### src/rtl/fetch_pkg.sv
// Shared types for the decoupled instruction fetch stage.
// Holds the fetch FSM states, the instruction width and the queue entry layout.
package fetch_pkg;

    localparam int INSTR_WIDTH = 32;

    localparam logic [INSTR_WIDTH-1:0] DEFAULT_RESET_PC = 32'h0000_0000;

    typedef enum logic {
        FETCH,
        DRAIN
    } fetch_state_t;

    typedef struct packed {
        logic [INSTR_WIDTH-1:0] pc;
        logic [INSTR_WIDTH-1:0] instr;
    } queue_entry_t;

endpackage

### src/rtl/fetch_fifo.sv
// Parameterised synchronous FIFO with async active-high reset and flush.
// Ports: clock, reset, push/din, pop/dout (head), flush, full, empty, count.
module fetch_fifo #(
    parameter int WIDTH = 32,
    parameter int DEPTH = 4,
    localparam int PTR_W = $clog2(DEPTH),
    localparam int CNT_W = $clog2(DEPTH + 1)
) (
    input  logic             clock,
    input  logic             reset,
    input  logic             push,
    input  logic             pop,
    input  logic             flush,
    input  logic [WIDTH-1:0] din,
    output logic [WIDTH-1:0] dout,
    output logic             full,
    output logic             empty,
    output logic [CNT_W-1:0] count
);

    localparam logic [CNT_W-1:0] DEPTH_C = CNT_W'(DEPTH);

    logic [WIDTH-1:0] mem [DEPTH];
    logic [PTR_W-1:0] rd_ptr;
    logic [PTR_W-1:0] wr_ptr;
    logic             do_push;
    logic             do_pop;

    assign empty   = (count == '0);
    assign full    = (count == DEPTH_C);
    assign do_pop  = pop & ~empty;
    // A full FIFO still accepts a push when the head leaves in the same cycle.
    assign do_push = push & (~full | do_pop);
    assign dout    = mem[rd_ptr];

    always_ff @(posedge clock or posedge reset) begin
        if (reset) begin
            rd_ptr <= '0;
            wr_ptr <= '0;
            count  <= '0;
        end else if (flush) begin
            rd_ptr <= '0;
            wr_ptr <= '0;
            count  <= '0;
        end else begin
            if (do_push) wr_ptr <= wr_ptr + PTR_W'(1);
            if (do_pop)  rd_ptr <= rd_ptr + PTR_W'(1);
            count <= count + CNT_W'(do_push) - CNT_W'(do_pop);
        end
    end

    always_ff @(posedge clock) begin
        if (do_push && !flush) mem[wr_ptr] <= din;
    end

endmodule

### src/rtl/instruction_fetch_queue.sv
// Decoupled fetch stage: sequential word fetches, response queue, redirect flush.
// Ports: clock/reset; imem request (imemReq/imemAddr/imemReady) and response
// (imemValid/imemData); datapath side (instrValid/instruction/instrPC/instrReady);
// redirect/redirectPC from the branch unit.
module instruction_fetch_queue
    import fetch_pkg::*;
#(
    parameter int                     DEPTH    = 4,
    parameter logic [INSTR_WIDTH-1:0] RESET_PC = DEFAULT_RESET_PC
) (
    input  logic                   clock,
    input  logic                   reset,
    output logic                   imemReq,
    output logic [INSTR_WIDTH-1:0] imemAddr,
    input  logic                   imemReady,
    input  logic                   imemValid,
    input  logic [INSTR_WIDTH-1:0] imemData,
    output logic                   instrValid,
    output logic [INSTR_WIDTH-1:0] instruction,
    output logic [INSTR_WIDTH-1:0] instrPC,
    input  logic                   instrReady,
    input  logic                   redirect,
    input  logic [INSTR_WIDTH-1:0] redirectPC
);

    localparam int             CNT_W = $clog2(DEPTH + 1);
    localparam logic [CNT_W:0] LIMIT = (CNT_W + 1)'(DEPTH);

    fetch_state_t           state;
    fetch_state_t           state_next;
    logic [INSTR_WIDTH-1:0] fetch_pc;
    logic [INSTR_WIDTH-1:0] fetch_pc_next;
    logic [CNT_W-1:0]       drop_count;
    logic [CNT_W-1:0]       drop_next;
    logic [CNT_W-1:0]       outstanding;
    logic [CNT_W-1:0]       occupancy;

    logic                   handshake;
    logic                   response;
    logic                   credit;

    logic                   q_push;
    logic                   q_pop;
    logic                   q_full;
    logic                   q_empty;
    queue_entry_t           q_din;
    queue_entry_t           q_dout;

    logic [INSTR_WIDTH-1:0] tag_pc;
    logic                   tag_full;
    logic                   tag_empty;

    // Every issued request reserves a queue slot, so the queue never overflows.
    assign credit    = ({1'b0, occupancy} + {1'b0, outstanding}) < LIMIT;
    assign imemReq   = ~reset & (state == FETCH) & credit;
    assign imemAddr  = fetch_pc;
    assign handshake = imemReq & imemReady;
    // A response with nothing in flight is ignored.
    assign response  = imemValid & ~tag_empty;

    assign q_push = response & (state == FETCH) & ~redirect;
    assign q_pop  = instrValid & instrReady & ~redirect;
    assign q_din  = '{pc: tag_pc, instr: imemData};

    assign instrValid  = ~q_empty;
    assign instruction = instrValid ? q_dout.instr : '0;
    assign instrPC     = instrValid ? q_dout.pc : '0;

    // The tag FIFO is never flushed: it must stay aligned with the memory's
    // in-order responses, including the ones dropped after a redirect.
    fetch_fifo #(
        .WIDTH (INSTR_WIDTH),
        .DEPTH (DEPTH)
    ) u_tag_fifo (
        .clock (clock),
        .reset (reset),
        .push  (handshake),
        .pop   (response),
        .flush (1'b0),
        .din   (fetch_pc),
        .dout  (tag_pc),
        .full  (tag_full),
        .empty (tag_empty),
        .count (outstanding)
    );

    fetch_fifo #(
        .WIDTH ($bits(queue_entry_t)),
        .DEPTH (DEPTH)
    ) u_instr_queue (
        .clock (clock),
        .reset (reset),
        .push  (q_push),
        .pop   (q_pop),
        .flush (redirect),
        .din   (q_din),
        .dout  (q_dout),
        .full  (q_full),
        .empty (q_empty),
        .count (occupancy)
    );

    always_ff @(posedge clock or posedge reset) begin
        if (reset) begin
            state      <= FETCH;
            fetch_pc   <= RESET_PC;
            drop_count <= '0;
        end else begin
            state      <= state_next;
            fetch_pc   <= fetch_pc_next;
            drop_count <= drop_next;
        end
    end

    always_comb begin
        state_next    = state;
        fetch_pc_next = fetch_pc;
        drop_next     = drop_count;
        if (handshake) fetch_pc_next = fetch_pc + 32'd4;
        unique case (state)
            FETCH: state_next = FETCH;
            DRAIN: begin
                if (response) begin
                    drop_next = drop_count - CNT_W'(1);
                    if (drop_count <= CNT_W'(1)) state_next = FETCH;
                end
            end
        endcase
        // Everything still in flight after this edge belongs to the old path.
        if (redirect) begin
            fetch_pc_next = {redirectPC[31:2], 2'b00};
            drop_next     = outstanding + CNT_W'(handshake) - CNT_W'(response);
            state_next    = (drop_next != '0) ? DRAIN : FETCH;
        end
    end

    a_rsp_in_flight: assert property (
        @(posedge clock) disable iff (reset) imemValid |-> !tag_empty);

    a_no_overflow: assert property (
        @(posedge clock) disable iff (reset)
        (q_push |-> (!q_full || q_pop)) and (handshake |-> !tag_full));

endmodule

### config.mk
export PLATFORM = sky130hd
export DESIGN_NAME = instruction_fetch_queue
export DESIGN_NICKNAME = d
export VERILOG_FILES = /design/src/rtl/fetch_pkg.sv /design/src/rtl/fetch_fifo.sv /design/src/rtl/instruction_fetch_queue.sv
export SDC_FILE = /design/constraint.sdc
export NUM_CORES = 1
export LEC_CHECK = 0
export CORE_AREA = 2 2 238 146
export CTS_CLUSTER_DIAMETER = 150
export DETAILED_ROUTE_END_ITERATION = 7
export DIE_AREA = 0 0 240 148
export PLACE_DENSITY = 0.75
export SKIP_CTS_REPAIR_TIMING = 1
export SYNTH_ARGS = -nofsm -noshare
export SYNTH_HDL_FRONTEND = slang
export SYNTH_SLANG_ARGS = --single-unit
### constraint.sdc
create_clock -name clock -period 3.2 [get_ports clock]
set_input_delay 0.96 -clock clock [delete_from_list [all_inputs] [get_ports clock]]
set_output_delay 0.96 -clock clock [all_outputs]
set_load 0.05 [all_outputs]
==> summary.txt <==
Routing
  – WL per Instance: 22.6 um
  – DR vias: 9267
  – 1st-iter DRT viols: 891
  – DRT Pass-1 Iters: 5
  – Final antenna-violating net count: 0
  – Routed vias/inst: 5.75
  – DRC: 0
  – Routed WL: 36500 um

Clock tree
  – CTS tree: yes
  – H-tree levels: 2
  – Clock Path Buffers: 3
  – Total CTS buffers: 38
  – Worst-path clk slew: 0.07 ns
  – Root Buffer: clkbuf_16
  – Worst skew pair latency: 0.53 ns
  – CTS Sinks: 416

Floorplanning
  – Die Wd: 240 um
  – Die area: 35500 um2
  – Core Box Area: 33300 um2
  – Core Rows: 52
  – Die Ht: 148 um
  – Ports: 168
  – Initial Util: 50.7%

Worst setup path
  – Setup crit end kind: output port
  – CP max FO: 5
  – CP arrival: 2.19 ns
  – Cell Chain, Critical Path: ha_2 -> or4_4 -> or2_4 -> nor2_4 -> buf_12
  – CP startpoint kind: flop
  – Crit path from: u_instr_queue.count[1]$_DFF_PP0_
  – Max incr delay on CP: 0.51 ns
  – CP max-delay cell: or4_4
  – Reg-to-Reg Start: u_instr_queue.count[1]$_DFF_PP0_
  – Worst endpoint required time: 2.24 ns
  – CP Class: reg2out

Final layout
  – FF+latch area: 12300 um2
  – FILL cells: 2367
  – Most common cell after layout, fill and taps aside: edfxtp_1
  – Total Nets Final: 1217
  – Design area: 20800 um2
  – Most frequent cells in the layout: edfxtp_1 (368), buf_4 (98), clkdlybuf4s50_1 (95)
  – Post-layout util: 62.4%
  – # diodes: 0
  – Multi-input gate area: 4370 um2
  – Layout cell share with drive strength beyond 1: 25.8%
  – Synth-to-layout area growth: 23.1%

Logic synthesis
  – Mean Syn Cell Area: 18.4 um2
  – Ys flop type: edfxtp_1
  – Synthesized flop and latch total: 416
  – Async S/R FF share, synth: 11.5%
  – Synth Cell Area: 16900 um2
  – Sequential share of the synthesized area: 72.5%
  – Yosys warning total: 0
  – Number of synthesized flops with an enable pin: 368
  – Synth unique cells: 49
  – Syn Inst Count: 920

STA
  – Final Cycle Share: 98.4%
  – Final Slew Violations: 0
  – Setup_tns: 0 ns
  – Min cycle time layout: 3.15 ns
  – Worst Clk Skew: 0.0173 ns
  – Setup violations, final: 0
  – Max-slew headroom: 37.3%
  – Measured slew at the worst slew-check pin: 0.933 ns
  – Max frequency: 318 MHz
  – Hold Violations, Final: 0

Run
  – Number of max-cap violations: 0

Pwr
  – Internal power: 11.6 mW
  – Pwr dens: 842 nW/um2
  – Sequential cell fraction of total power: 39.4%
  – Comb power frac: 34.4%
  – Maximum vdd ir drop: 0.349 mV
  – Clock power share: 26.2%
  – Total power draw: 17.5 mW
  – Switching Share: 33.6%
  – Pleak: 6.99 nW
  – Sw Pwr: 5.88 mW

Global route
  – Largest net degree at the start of global routing: 63
  – GRT Util Overall: 20.4%
  – First-pass GRT wire length: 55100 um
  – Total grt overflow: 0
  – Via count of the first global-routing pass: 9418
  – Antenna violations before repair: 0

Run status
  – Status: finished clean

Placement
  – # port buffers: 161
  – DP HPWL: 22600 um
  – GPL Wtd Cong: 0.842
  – Placed cell area: 19300 um2

Hold path
  – Worst min path class: in2async
[metrics by stage]
step	setup WS, ns	cells	hold slack (ns)
final	0.0506	1613	0.495
after global routing	-0.0142	1613	0.537
after CTS	-0.165	1603	0.574
after detailed placement	-0.403	1536	0.550
after global placement	-0.349	1536	0.535
after floorplan	-0.0402	923	0.503
[power groups by stage]
stage	Sequential [mW]	Clock, mW	Combinational [mW]
6_report	6.89	4.60	6.03
5_1_grt	6.93	4.90	6.42
4_1_cts	6.89	4.69	5.82
3_5_place_dp	7.00	0	5.80
3_3_place_gp	6.97	0	5.72
2_1_floorplan	7.00	0	3.88
[worst max-delay path, delay by kind of cell (launching register included)]
family / cells / cell delay [ns]
flip-flops: 1 / 0.45
buffers and inverters: 1 / 0.14
AND/OR/NAND/NOR: 3 / 0.88
adder cells (fa/ha/maj): 1 / 0.20
[logic make-up (layout without fill, tap and decap cells)]
| logic type | after synthesis | after routing | share of synthesized area (%) |
|---|---|---|---|
| flip-flops | 416 | 416 | 72.5 |
| AND/OR/NAND/NOR | 223 | 223 | 7.69 |
| multiplexers | 96 | 96 | 12.5 |
| buffers and inverters | 79 | 310 | 1.96 |
| AO/OA/AOI/OAI | 72 | 72 | 3.01 |
| adder cells (fa/ha/maj) | 20 | 20 | 1.61 |
| XOR/XNOR | 13 | 13 | 0.674 |
| other | 1 | 4 | 0.0222 |
[synthesized netlist by cell type, types with 5 or more instances]
cell	number	area (um2)
buf_1	15	56.3
a22oi_1	6	45.0
nand4_1	18	113
o31a_1	6	52.6
a21oi_1	7	35.0
a31oi_1	11	68.8
nor2b_1	12	75.1
nand3_1	23	115
xor2_1	5	43.8
and2_1	72	450
nor4_1	6	37.5
o31ai_1	19	143
dfrtp_1	48	1200
nor4b_1	7	61.3
ha_1	17	213
nor2_1	27	101
or3_1	7	43.8
inv_1	21	78.8
or4_1	12	90.1
mux4_2	92	2070
clkbuf_1	33	124
edfxtp_1	368	11100
o21ai_0	9	45.0
xnor2_1	8	70.1
nand2_1	20	75.1
[registers in the layout, summed over array words and instances, names as in the netlist]
signal                flops
state                     1
u_tag_fifo.wr_ptr         2
u_instr_queue.rd_ptr      2
u_instr_queue.mem       248
u_tag_fifo.count          3
imemAddr                 30
drop_count                3
u_instr_queue.count       3
u_tag_fifo.rd_ptr         2
u_instr_queue.wr_ptr      2
u_tag_fifo.mem          120
[path summary, 6_finish.rpt]
check | endpoint | slack [ns] | cells after the start
max | imemReq | 0.05 | 5
min | imemAddr[2]$_DFFE_PP0N_ | 0.50 | 2
max reg2reg | u_tag_fifo.mem[0][16]$_DFFE_PP_ | 0.25 | 7
min reg2reg | u_tag_fifo.mem[0][15]$_DFFE_PP_ | 0.57 | 0
max in group asynchronous | u_tag_fifo.count[2]$_DFF_PP0_ | 2.14 | 3
min in group clock | u_tag_fifo.mem[0][15]$_DFFE_PP_ | 0.57 | 0
[area by class of cell]
class / instances / share of cell area [%]
clock buffer: 43 / 4.81
clock inverter: 24 / 1.28
inverter: 22 / 0.421
multi-input combinational: 428 / 21.0
sequential: 416 / 58.9
tap: 459 / 2.76
timing repair buffer: 221 / 10.8
[metal layers]
layer	GRT usage [%]	up-vias	share of wire, %
li1	-	4092	-
met1	30.3	4803	45
met2	31.4	322	46
met3	4.39	50	6.5
met4	4.75	0	1.7
met5	0	-	0
No activity file was read; power rests on OpenSTA's default activity.
